`config.mk`:
```
export PLATFORM = sky130hd
export DESIGN_NAME = alpha_blend_fader
export DESIGN_NICKNAME = d
export VERILOG_FILES = /design/src/rtl/alpha_blend_fader.sv
export SDC_FILE = /design/constraint.sdc
export NUM_CORES = 1
export LEC_CHECK = 0
export CAP_MARGIN = 20
export CORE_ASPECT_RATIO = 0.9
export CORE_UTILIZATION = 66
export DETAILED_ROUTE_END_ITERATION = 8
export PLACE_DENSITY_LB_ADDON = 0.3
export SLEW_MARGIN = 5
export SYNTH_ARGS = -nofsm -noshare
export SYNTH_HDL_FRONTEND = slang
export SYNTH_SLANG_ARGS = --single-unit
```
`constraint.sdc`:
```
create_clock -name clock -period 17.8 [get_ports clock]
set_clock_uncertainty 0.15 [all_clocks]
set_input_delay 3.56 -clock clock [delete_from_list [all_inputs] [get_ports clock]]
set_output_delay 3.56 -clock clock [all_outputs]
set_load 0.05 [all_outputs]
```
`src/rtl/alpha_blend_fader.sv`:
```
// Alpha blender: mixes an N-channel foreground pixel over a background colour with rounding.
// Alpha comes from a static value or from a frame-stepped fade engine.
module alpha_blend_fader #(
    parameter int unsigned CH      = 3,
    parameter int unsigned CW      = 8,
    parameter int unsigned ALPHA_W = 9,
    parameter int unsigned SYNC_W  = 3
) (
    input  logic                 clock,
    input  logic                 reset_n,
    input  logic                 in_valid,
    input  logic [CH*CW-1:0]     in_data,
    input  logic [SYNC_W-1:0]    in_sync,
    input  logic [CH*CW-1:0]     bg_color,
    input  logic [ALPHA_W-1:0]   alpha_static,
    input  logic                 fade_en,
    input  logic                 fade_start,
    input  logic                 fade_dir,
    input  logic [ALPHA_W-1:0]   fade_step,
    input  logic                 frame_start,
    output logic                 out_valid,
    output logic [CH*CW-1:0]     out_data,
    output logic [SYNC_W-1:0]    out_sync,
    output logic [ALPHA_W-1:0]   alpha_cur,
    output logic                 fade_busy
);
    localparam int unsigned PW = CW + ALPHA_W - 1;
    localparam int unsigned SW = CW + ALPHA_W;
    localparam logic [ALPHA_W-1:0] FULL = {1'b1, {(ALPHA_W-1){1'b0}}};
    localparam logic [SW-1:0]      HALF = SW'(FULL >> 1);

    typedef enum logic {StIdle, StRun} state_e;

    state_e               state_q, state_d;
    logic                 dir_q, dir_d;
    logic [ALPHA_W-1:0]   step_q, step_d;
    logic [ALPHA_W-1:0]   alpha_q, alpha_d;

    logic [CH-1:0][PW-1:0] pf_q, pf_d, pb_q, pb_d;
    logic [CH*CW-1:0]      res_q, res_d;
    logic [1:0]            valid_q, valid_d;
    logic [SYNC_W-1:0]     sync1_q, sync1_d, sync2_q, sync2_d;

    logic [ALPHA_W-1:0]   a_sel, a_eff, a_inv;
    logic [ALPHA_W:0]     alpha_up;
    logic [SW-1:0]        sum;

    // Stage 1: alpha select/clamp and per-channel products.
    always_comb begin
        a_sel = fade_en ? alpha_q : alpha_static;
        a_eff = (a_sel > FULL) ? FULL : a_sel;
        a_inv = FULL - a_eff;
        pf_d  = '0;
        pb_d  = '0;
        for (int c = 0; c < CH; c++) begin
            pf_d[c] = PW'(in_data[c*CW +: CW]) * PW'(a_eff);
            pb_d[c] = PW'(bg_color[c*CW +: CW]) * PW'(a_inv);
        end
    end

    // Stage 2: rounded sum; the result always fits in CW bits.
    always_comb begin
        res_d = '0;
        sum   = '0;
        for (int c = 0; c < CH; c++) begin
            sum = SW'(pf_q[c]) + SW'(pb_q[c]) + HALF;
            res_d[c*CW +: CW] = CW'(sum >> (ALPHA_W - 1));
        end
        valid_d = {valid_q[0], in_valid};
        sync1_d = in_sync;
        sync2_d = sync1_q;
    end

    always_comb begin
        state_d  = state_q;
        dir_d    = dir_q;
        step_d   = step_q;
        alpha_d  = alpha_q;
        alpha_up = {1'b0, alpha_q} + {1'b0, step_q};
        if (fade_start) begin
            // A start always wins over a coincident frame tick.
            state_d = StRun;
            dir_d   = fade_dir;
            if (fade_step == '0) begin
                step_d = ALPHA_W'(1);
            end else if (fade_step > FULL) begin
                step_d = FULL;
            end else begin
                step_d = fade_step;
            end
        end else if (state_q == StRun && frame_start) begin
            if (dir_q) begin
                alpha_d = (alpha_up > {1'b0, FULL}) ? FULL : alpha_up[ALPHA_W-1:0];
                if (alpha_d == FULL) state_d = StIdle;
            end else begin
                alpha_d = (alpha_q < step_q) ? '0 : alpha_q - step_q;
                if (alpha_d == '0) state_d = StIdle;
            end
        end
    end

    always_ff @(posedge clock) begin
        if (!reset_n) begin
            state_q <= StIdle;
            dir_q   <= 1'b0;
            step_q  <= '0;
            alpha_q <= FULL;
            pf_q    <= '0;
            pb_q    <= '0;
            res_q   <= '0;
            valid_q <= '0;
            sync1_q <= '0;
            sync2_q <= '0;
        end else begin
            state_q <= state_d;
            dir_q   <= dir_d;
            step_q  <= step_d;
            alpha_q <= alpha_d;
            pf_q    <= pf_d;
            pb_q    <= pb_d;
            res_q   <= res_d;
            valid_q <= valid_d;
            sync1_q <= sync1_d;
            sync2_q <= sync2_d;
        end
    end

    assign out_valid = valid_q[1];
    assign out_data  = res_q;
    assign out_sync  = sync2_q;
    assign alpha_cur = alpha_q;
    assign fade_busy = (state_q == StRun);

endmodule

```
==> qor.yml <==
clocking:
  worst_skew_pair.late_latency_ns: 0.44
  tritoncts: "built"
  cts_max_path_buffers: 2
  cts_resized: 0
  cts-root-buf: "clkbuf_16"
  cts_num_sinks: 148
  cts_buffers: 17
  cts_hold_buffers: 0
  htreeDepth: 4
  clk_pin_slew_worst_paths_ns: 0.06
  postCtsSetupBuffers: 0
critical_path:
  cp_max_fo: 37
  startpoint: "fade_en"
  reg2reg_to: "pb_q[31]$_SDFF_PN0_"
  crit_required_ns: 17.98
  critPathArrivalTime_ns: 11.77
  critPathCaptureType: "register"
  rrSetupSlack_ns: 9.98
  r2r_cells: 26
  r2r_start: "alpha_cur[8]$_SDFFE_PN1P_"
  worst-setup-path-type: "in2reg"
  crit_path_start_kind: "primary input"
finish:
  area_growth_syn_to_layout_pct: 9.88
  most-common-layout-cells: "377 x inv_1, 310 x ha_1, 248 x fa_1"
  final_common_cell: "inv_1"
  drive_gt1_share_pct: 3.12
  nNetsFinal: 3059
die:
  coreArea_um2: 30300
  start_util_pct: 67.9
  die_y_um: 170
  dieArea_um2: 31900
  ios: 114
  die_w_um: 188
  num_rows: 60
job:
  drv_cap: 0
synth:
  synth_top_family_by_area: "adder cells"
  mappedNetlistNets: 2984
  netlist_area_um2: 20600
  synth_simple_gate_area_share_pct: 21.0
  yosysWarnings: 0
  synth_xor_area_share_pct: 3.49
  yosysSeqAreaShare_pct: 14.4
  synth_edf_count: 0
  synth_cells: 2350
  synthArstFlopShare_pct: 0
  synthAdderAreaFrac_pct: 42.9
  synth_ff_type: "dfxtp_1"
  synthMuxAreaShare_pct: 1.17
  synth_seq_cells: 148
  yosys.cell_types.count: 79
  synth-compound-area-share_pct: 8.69
  avgSynthCellArea_um2: 8.77
routing:
  met2_wirelength_um: 24800
  route.top_layer_used: "met4"
  wl_met1_um: 19600
  route.detailed.drc: 0
  viasPerCell: 5.78
  via_count: 16413
  drt-pass1-iter-count: 5
  drtAntennaViolNets: 0
  drt_iter0_drc: 854
  wl_um: 48200
  routed-wl-met3_um: 2430
  wire_per_inst_um: 17.0
min_path:
  min_path_cells: 1
  min-delay-start: "sync1_q[2]$_SDFF_PN0_"
  hold_class: "reg2reg"
  min_to: "out_sync[2]$_SDFF_PN0_"
power:
  total_power_mw: 2.25
  pwr-share-comb_pct: 64.1
  vdd_drop_max_mv: 0.108
  p_seq_share_pct: 20.2
  switching_share_pct: 45.5
  power.switching_mw: 1.02
  p_int_mw: 1.23
  p_per_area_nw_per_um2: 99.5
  clkPwrFrac_pct: 15.7
  leakage_nw: 11.7
global_route:
  antenna_found_initial: 0
  grt_remaining_overflow: 0
  grt_pass1_vias: 17521
  grt_usage_pct: 31.9
  grt_first_pass_wirelength_um: 82800
  grt_max_degree: 73
timing:
  maxSlewHeadroom_pct: 35.9
  rsz0062_at_grt: "false"
  maxSlewViolCount: 0
  finalCritPeriodShare_pct: 65.1
  setup-violations-final: 0
  final-hold-violation-count: 0
  setup_tns_ns: 0
  tightest_slew_ns: 0.959
  fin_crit_ns: 11.59
  max_freq_ghz: 0.0863
placed_design:
  portBuffers: 113
  gp_congestion: 0.945
  hpwl_um: 36900
status:
  outcome: "completed"
-- synth_stat cells, drive strengths merged, types with 24 or more instances --
library cell / number / area, um^2
o21a: 24 / 180
xnor2: 40 / 350
fa: 248 / 4960
nor3: 61 / 305
ha: 310 / 3880
o21ai: 50 / 250
nand2b: 36 / 225
inv: 377 / 1420
a21o: 28 / 210
clkbuf: 55 / 206
a21oi: 79 / 395
and3: 50 / 313
dfxtp: 148 / 2960
nor2b: 50 / 315
nand2: 204 / 766
nor2: 114 / 430
xor2: 42 / 368
and2: 238 / 1490
-- per-stage QoR --
stage / hold slack, ns / util, % / instance area [um^2] / std cells / setup slack, ns
3_3_place_gp: 0.267 / 72.8 / 22100 / 2809 / 6.35
3_5_place_dp: 0.286 / 72.8 / 22100 / 2809 / 6.01
4_1_cts: 0.297 / 74.6 / 22600 / 2841 / 6.45
5_1_grt: 0.309 / 74.6 / 22600 / 2841 / 5.84
6_report: 0.289 / 74.7 / 22600 / 2842 / 6.21
2_1_floorplan: 0.262 / - / 20600 / 2350 / 7.95
-- layout make-up --
cell class | count | area [um^2]
sequential | 148 | 2960
tap | 403 | 504
timing repair buffer | 131 | 1260
multi-input combinational | 1749 | 15900
clock buffer | 24 | 492
clock inverter | 8 | 75.1
inverter | 378 | 1420
antenna | 1 | 2.50
fill | 2145 | 7690
-- power groups by stage --
stage	registers, mW	clock network [mW]	logic, mW
after CTS	0.457	0.356	1.45
after floorplan	0.516	0	1.01
after global routing	0.461	0.371	1.64
final	0.456	0.353	1.44
after global placement	0.462	0	1.37
after detailed placement	0.464	0	1.42
-- metal layers --
layer  global-route usage, %  up-vias
met3                    4.88      106
met5                       0        -
met4                    12.3        0
li1                        -     7724
met1                    37.6     8071
met2                    58.4      512
-- kinds of logic after synthesis --
logic type,count (synthesis)
adder cells (fa/ha/maj),558
multiplexers,23
AO/OA/AOI/OAI,263
buffers and inverters,453
XOR/XNOR,82
flip-flops,148
AND/OR/NAND/NOR,823
-- registers in the layout, indices dropped and copies added, names as in the netlist, 2 cells and up --
register   count
valid_q        2
sync1_q        3
step_q         9
alpha_cur      9
out_data      24
pb_q          48
pf_q          48
out_sync       3
-- worst max-delay path, stage by stage --
cell and delay (ns):
clkdlybuf4s50_1 0.91, mux2i_4 0.43, buf_4 0.29, a311oi_2 0.80, nor2_1 0.13, buf_4 0.26
inv_1 0.08, ha_1 0.33, nor3b_1 0.27, a21oi_1 0.11, o22ai_2 0.19, buf_4 0.32
nand2_1 0.13, fa_1 0.55, inv_1 0.05, fa_1 0.48, fa_1 0.49, inv_1 0.05
fa_1 0.47, inv_1 0.04, ha_1 0.33, or2_2 0.31, a21oi_1 0.19, a211oi_1 0.10
o311ai_0 0.51, a21oi_1 0.12, a31o_2 0.24
-- worst max-delay path by stage --
stage                               end  slack (ns)  cells past startpoint
detailed placement  pb_q[31]$_SDFF_PN0_        6.01                     27
global route        pb_q[31]$_SDFF_PN0_        5.84                     27
floorplan           pb_q[15]$_SDFF_PN0_        7.95                     28
CTS                 pb_q[31]$_SDFF_PN0_        6.45                     27
global placement    pb_q[15]$_SDFF_PN0_        6.35                     26
finish              pb_q[31]$_SDFF_PN0_        6.21                     27
No activity file was read; power rests on OpenSTA's default activity.
